<file path="src/rtl/player_input_ctrl.sv">
// Player input front-end: key sync/debounce, move request latch, one command per frame.
// Optional held-key auto-repeat is built when AUTO_REPEAT_EN is defined.
module player_input_ctrl #(
    parameter int CLK_HZ          = 50000000,
    parameter int FRAME_HZ        = 60,
    parameter int DEBOUNCE_CYCLES = 250000,
    parameter int REPEAT_FRAMES   = 8,
    parameter int BUSY_TIMEOUT    = 16
) (
    input  logic clk,
    input  logic reset_n,
    input  logic key_up_n,
    input  logic key_down_n,
    input  logic continue_draw,
    output logic up,
    output logic down,
    output logic draw_enable,
    output logic frame_tick,
    output logic busy
);

    localparam int DIV   = CLK_HZ / FRAME_HZ;
    localparam int DIV_W = $clog2(DIV);
    localparam int DEB_W = $clog2(DEBOUNCE_CYCLES + 1);
    localparam int TO_W  = $clog2(BUSY_TIMEOUT + 1);

    typedef enum logic {
        S_IDLE = 1'b0,
        S_BUSY = 1'b1
    } state_t;

    // Bit 0 is the up key, bit 1 the down key throughout.
    logic [1:0]            sync1;
    logic [1:0]            sync2;
    logic [1:0]            raw;
    logic [1:0]            stable;
    logic [1:0]            stable_d;
    logic [1:0]            press;
    logic [1:0][DEB_W-1:0] deb_cnt;

    logic [DIV_W-1:0]      div_cnt;
    logic                  div_last;

    logic [1:0]            rpt_fire;
    logic [1:0]            req_q;
    logic [1:0]            req_d;
    logic [1:0]            issue;

    state_t                state_q;
    state_t                state_d;
    logic [TO_W-1:0]       to_cnt_q;
    logic [TO_W-1:0]       to_cnt_d;
    logic                  to_last;

    always_ff @(posedge clk) begin
        if (!reset_n) begin
            sync1 <= 2'b11;
            sync2 <= 2'b11;
        end else begin
            sync1 <= {key_down_n, key_up_n};
            sync2 <= sync1;
        end
    end

    assign raw = ~sync2;

    always_ff @(posedge clk) begin
        if (!reset_n) begin
            stable  <= 2'b00;
            deb_cnt <= '0;
        end else begin
            for (int k = 0; k < 2; k++) begin
                if (raw[k] == stable[k]) begin
                    deb_cnt[k] <= '0;
                end else if (deb_cnt[k] == DEB_W'(DEBOUNCE_CYCLES - 1)) begin
                    stable[k]  <= ~stable[k];
                    deb_cnt[k] <= '0;
                end else begin
                    deb_cnt[k] <= deb_cnt[k] + 1'b1;
                end
            end
        end
    end

    always_ff @(posedge clk) begin
        if (!reset_n) begin
            stable_d <= 2'b00;
        end else begin
            stable_d <= stable;
        end
    end

    assign press = stable & ~stable_d;

    assign div_last = (div_cnt == DIV_W'(DIV - 1));

    always_ff @(posedge clk) begin
        if (!reset_n) begin
            div_cnt    <= '0;
            frame_tick <= 1'b0;
        end else begin
            frame_tick <= div_last;
            if (div_last) begin
                div_cnt <= '0;
            end else begin
                div_cnt <= div_cnt + 1'b1;
            end
        end
    end

`ifdef AUTO_REPEAT_EN
    localparam int RPT_W = $clog2(REPEAT_FRAMES + 1);

    logic [1:0][RPT_W-1:0] rpt_cnt;

    // A held key counts whole frames from its press edge.
    always_ff @(posedge clk) begin
        if (!reset_n) begin
            rpt_cnt <= '0;
        end else begin
            for (int k = 0; k < 2; k++) begin
                if (!stable[k] || press[k]) begin
                    rpt_cnt[k] <= '0;
                end else if (frame_tick) begin
                    if (rpt_cnt[k] == RPT_W'(REPEAT_FRAMES - 1)) begin
                        rpt_cnt[k] <= '0;
                    end else begin
                        rpt_cnt[k] <= rpt_cnt[k] + 1'b1;
                    end
                end
            end
        end
    end

    always_comb begin
        rpt_fire = 2'b00;
        for (int k = 0; k < 2; k++) begin
            rpt_fire[k] = stable[k] && !press[k] && frame_tick &&
                          (rpt_cnt[k] == RPT_W'(REPEAT_FRAMES - 1));
        end
    end
`else
    assign rpt_fire = 2'b00;
`endif

    assign to_last = (to_cnt_q == TO_W'(BUSY_TIMEOUT - 1));

    always_comb begin
        state_d  = state_q;
        to_cnt_d = to_cnt_q;
        req_d    = req_q;
        issue    = 2'b00;
        unique case (state_q)
            S_IDLE: begin
                if (frame_tick) begin
                    unique case (req_q)
                        2'b01, 2'b10: begin
                            issue   = req_q;
                            req_d   = 2'b00;
                            state_d = S_BUSY;
                        end
                        // Conflicting requests cancel each other.
                        2'b11:   req_d = 2'b00;
                        default: ;
                    endcase
                end
            end
            S_BUSY: begin
                if (continue_draw || to_last) begin
                    state_d  = S_IDLE;
                    to_cnt_d = '0;
                end else begin
                    to_cnt_d = to_cnt_q + 1'b1;
                end
            end
        endcase
        req_d = req_d | press | rpt_fire;
    end

    always_ff @(posedge clk) begin
        if (!reset_n) begin
            state_q     <= S_IDLE;
            to_cnt_q    <= '0;
            req_q       <= 2'b00;
            draw_enable <= 1'b0;
            up          <= 1'b0;
            down        <= 1'b0;
        end else begin
            state_q     <= state_d;
            to_cnt_q    <= to_cnt_d;
            req_q       <= req_d;
            draw_enable <= |issue;
            up          <= issue[0];
            down        <= issue[1];
        end
    end

    assign busy = (state_q == S_BUSY);

endmodule

</file>
<file path="config.mk">
export PLATFORM = sky130hd
export DESIGN_NAME = player_input_ctrl
export DESIGN_NICKNAME = d
export VERILOG_FILES = /design/src/rtl/player_input_ctrl.sv
export SDC_FILE = /design/constraint.sdc
export NUM_CORES = 1
export LEC_CHECK = 0
export ABC_AREA = 0
export CAP_MARGIN = 30
export CORE_MARGIN = 3
export CORE_UTILIZATION = 50
export CTS_BUF_LIST = sky130_fd_sc_hd__clkbuf_16
export DETAILED_ROUTE_END_ITERATION = 7
export PLACE_DENSITY = 0.68
export SLEW_MARGIN = 30
export SYNTH_ARGS = -nofsm -noshare
export SYNTH_HDL_FRONTEND = slang
export SYNTH_SLANG_ARGS = --single-unit
</file>
<file path="constraint.sdc">
create_clock -name clk -period 2.4 [get_ports clk]
set_clock_uncertainty 0.1 [all_clocks]
set_input_delay 0.48 -clock clk [delete_from_list [all_inputs] [get_ports clk]]
set_output_delay 0.48 -clock clk [all_outputs]
set_load 0.01 [all_outputs]
</file>
==> results.txt <==
----------------------------------------------------
[Setup path]
  Total buffers and inverters traversed by the critical path ... 2
  Slowest-stage cell, CP ... sky130_fd_sc_hd__or4_4
  Startpoint kind of the worst setup timing path ... register
  Category of cells accounting for the largest share of critical-path delay ... simple AND/OR/NAND/NOR gates
  Critical Path AT ... approximately 2.3 ns
  Start-to-end type of the worst setup path ... reg2reg
  Largest incremental delay on the critical path ... 0.51 ns
  Crit path required time ... roughly 2.5 ns
  Largest fanout on the critical path ... 5
  Cells along the critical path ... inv_1 -> ha_1 -> or4b_1 -> or4_4 -> o41ai_4 -> buf_4 -> a21oi_1
  Kind of end point of the critical path ... register
  Worst reg-to-reg path cell count ... 7
  Stages on worst setup path ... 7

[Clock network]
  Number of sinks driven by the clock tree ... 76
  Quantity of gates resized following cts ... 0
  CTS hold repair buffers ... 0
  Clock input transition at the sequential cells of the worst setup and hold paths ... 0.06 ns
  Root buffer cell ... sky130_fd_sc_hd__clkbuf_16
  H-tree levels ... 3
  Number of buffers added for setup after CTS ... 0
  Clock buffer count from CTS ... 9
  Clk buf depth ... 2
  Skew-Pair Late Insertion Delay ... 0.33 ns
  CTS tree ... done

[Die]
  Die X ... between 80 and 90 um
  Top-level I/O count ... 10
  Die Footprint ... around 0.0077 mm^2
  Number of standard-cell rows in the floorplan ... 29
  CORE AREA ... about 0.0064 mm^2
  Effective utilization at floorplan ... between 50% and 60%
  Die Ht ... a little under 90 um

[Logic synthesis]
  Simple-gate area share of the yosys netlist ... 29.1%
  Mux cell area share after synthesis ... less than 1%
  Portion of the post-synthesis area used by sequential elements ... 45.5%
  #FFs+latches synth ... 76
  Largest family of logic cells by synthesized area ... simple AND/OR/NAND/NOR gates
  Netlist area before placement ... roughly 0.0033 mm^2
  Cell variety after synth ... 46
  Xor/xnor share of the synthesized area ... between 10% and 20%
  Adder and majority gate portion of the synthesized area ... 3.37%
  Predominant post-synthesis flop cell ... sky130_fd_sc_hd__dfxtp_1
  Warning count from the yosys run ... 0
  Area fraction in compound gates after synthesis ... 5.62%
  Gate count after technology mapping ... 371
  Number of enable flip-flop cells after synthesis ... 0
  Syn Nets ... 385
  Avg Cell Area, Syn ... 9.00 um^2
  Async set-reset flop share out of synthesis ... 0%

[Finish]
  NumNets Final ... 409
  FF+latch area ... approximately 0.0015 mm^2
  Count of non-filler cells in the finished layout ... 477
  Area growth from synthesis to layout ... 17.5%
  Antenna fix cells ... 0
  Proportion of layout cells with a drive suffix above 1 ... about a tenth
  Area of combinational cells with multiple inputs ... around 0.0017 mm^2
  Filler Cell Count ... between 500 and 600

[STA]
  Count of endpoints failing hold in the final timing report ... 0
  Final number of max-transition violations ... 0
  Setup Total Neg Slack ... 0 ns
  Slew at the pin with the worst max-slew slack ... ~0.57 ns
  Max Freq ... 448 MHz
  Post-layout minimum cycle time ... about 2.2 ns
  Final-report setup violation count ... 0
  RSZ-0062 raised after global routing ... false
  Share of the clock period used by the worst path ... between 90 and 100%
  Worst rel slew slack ... around three fifths

[Run]
  Max Cap Viol ... 0

[Worst hold path]
  Hold depth ... 1
  Type of the tightest min-delay check ... reg2reg

[Global route]
  Via count of the first global-routing pass ... between 2000 and 2500
  Number of antenna violations at the first check in global routing ... 0
  Aggregate global-route resource usage ... approximately 17%
  Total congestion overflow ... 0
  Wire length of the first global-routing pass ... 10.6 mm
  Largest net degree at the start of global routing ... 19

[Detailed routing]
  TritonRoute pass-1 iters ... 5
  Routed Wire Length ... around 6 mm
  Number of violations reported at the end of detailed-routing iteration 0 ... between 80 and 90
  ANT nets after route ... 0
  Drt via density ... 5.43
  Met1 wire length ... 3.03 mm
  Number of remaining DRC errors ... 0
  Routed length on met3 ... 180 um
  Vias post-DR ... 2588
  Met2 Wirelength ... between 2 and 3 mm
  Routed length per placed instance ... ~13 um
  Highest routing layer actually used ... met4

[Placement]
  Placed insts ... 461
  Final estimated routing congestion in global placement ... between 0.8 and 0.9
  Half-perimeter wire length after detailed placement ... a little over 4 mm
  IO Port Bufs ... 9

[Status]
  Run status ... complete, no violations

[Power and ir drop]
  Static leakage ... around 1.3 nW
  Maximum vdd ir drop ... about 0.00066 V
  Total power per unit cell area ... around 740 mW/mm^2
  Power after layout ... just under 3 mW

----------------------------------------------------
-- cell usage after synthesis, types with 4 or more instances --
cell type                  number  share of area [%]
sky130_fd_sc_hd__nand4_1       16                3.0
sky130_fd_sc_hd__ha_1           9                3.4
sky130_fd_sc_hd__dfxtp_1       76                 46
sky130_fd_sc_hd__nand2_1       18                2.0
sky130_fd_sc_hd__nand2b_1       6                1.1
sky130_fd_sc_hd__nor3_1        12                1.8
sky130_fd_sc_hd__xor2_1        12                3.1
sky130_fd_sc_hd__a21oi_1       10                1.5
sky130_fd_sc_hd__clkbuf_1       4               0.45
sky130_fd_sc_hd__nand3_1       23                3.4
sky130_fd_sc_hd__and3_1         5               0.94
sky130_fd_sc_hd__nor4_1        14                2.6
sky130_fd_sc_hd__xnor2_1       34                8.9
sky130_fd_sc_hd__inv_1         19                2.1
sky130_fd_sc_hd__nor2_1        66                7.4
-- per-layer routing --
layer / track usage, % / up-vias
li1: - / 1333
met1: 22.3 / 1223
met2: 27.4 / 26
met3: 5.46 / 6
met4: 5.58 / 0
met5: 0 / -
-- worst paths after layout --
check | from | endpoint | slack, ns
setup reg to reg | div_cnt[1] | div_cnt[17] | 0.17
hold reg to reg | sync1[1] | sync2[1] | 0.30
hold / removal | sync1[1] | sync2[1] | 0.30
setup / recovery | div_cnt[1] | div_cnt[17] | 0.17
-- worst register-to-register path, cell delays in order (launching register included) --
cell                      delay [ns]
sky130_fd_sc_hd__dfxtp_1        0.34
sky130_fd_sc_hd__inv_1          0.06
sky130_fd_sc_hd__ha_1           0.12
sky130_fd_sc_hd__or4b_1         0.43
sky130_fd_sc_hd__or4_4          0.51
sky130_fd_sc_hd__o41ai_4        0.30
sky130_fd_sc_hd__buf_4          0.21
sky130_fd_sc_hd__a21oi_1        0.05
-- logic make-up after synthesis --
| group | after synthesis |
|---|---|
| compound gates | 25 |
| buf+inv | 26 |
| xor+xnor | 46 |
| flops | 76 |
| mux | 3 |
| fa+ha+maj | 9 |
| simple gates | 186 |
-- sequential cells by signal, summed over array words and instances (netlist names), 2 cells and up --
register,count
sync2,2
sync1,2
stable_d,2
div_cnt,20
req_q,2
deb_cnt,36
stable,2
to_cnt_q,5
-- placed cells by master, fill, tap and decap left out, drive strengths merged, types with 3 or more instances in the layout --
| cell type | n |
|---|---|
| ha | 9 |
| xor2 | 12 |
| and3 | 5 |
| nand3 | 23 |
| buf | 10 |
| inv | 21 |
| nor4 | 14 |
| dfxtp | 76 |
| clkbuf | 9 |
| and2 | 3 |
| a21oi | 11 |
| clkdlybuf4s50 | 9 |
| bufinv | 3 |
| nor3 | 12 |
| or4 | 6 |
| xnor2 | 34 |
| nor2 | 66 |
| nand4 | 17 |
| o41ai | 4 |
| o21ai | 3 |
| nand2b | 6 |
| nor4b | 3 |
| nand2 | 18 |
-- power by group --
part,switching [mW],leakage (nW),internal [mW]
Sequential,0.00602,0.614,1.27
Clock,0.531,0.168,1.02
Combinational,0.0314,0.504,0.0281
-- through the flow --
stage | worst slack, ns | hold slack [ns] | utilization (%) | area [um^2]
6_report | 0.167 | 0.305 | 61.1 | 3930
3_5_place_dp | 0.172 | 0.293 | 55.7 | 3580
3_3_place_gp | 0.202 | 0.289 | 55.7 | 3580
2_1_floorplan | 0.284 | 0.286 | - | 3340
4_1_cts | 0.156 | 0.307 | 61.1 | 3930
5_1_grt | 0.0605 | 0.312 | 61.1 | 3930
-- cell type report --
class | instances | share of cell area, %
sequential | 76 | 38.8
multi-input combinational | 269 | 43.5
clock buffer | 9 | 5.74
timing repair buffer | 19 | 4.53
inverter | 20 | 1.91
clock inverter | 7 | 3.12
tap | 77 | 2.45
Power figures use the tool's default switching activity.
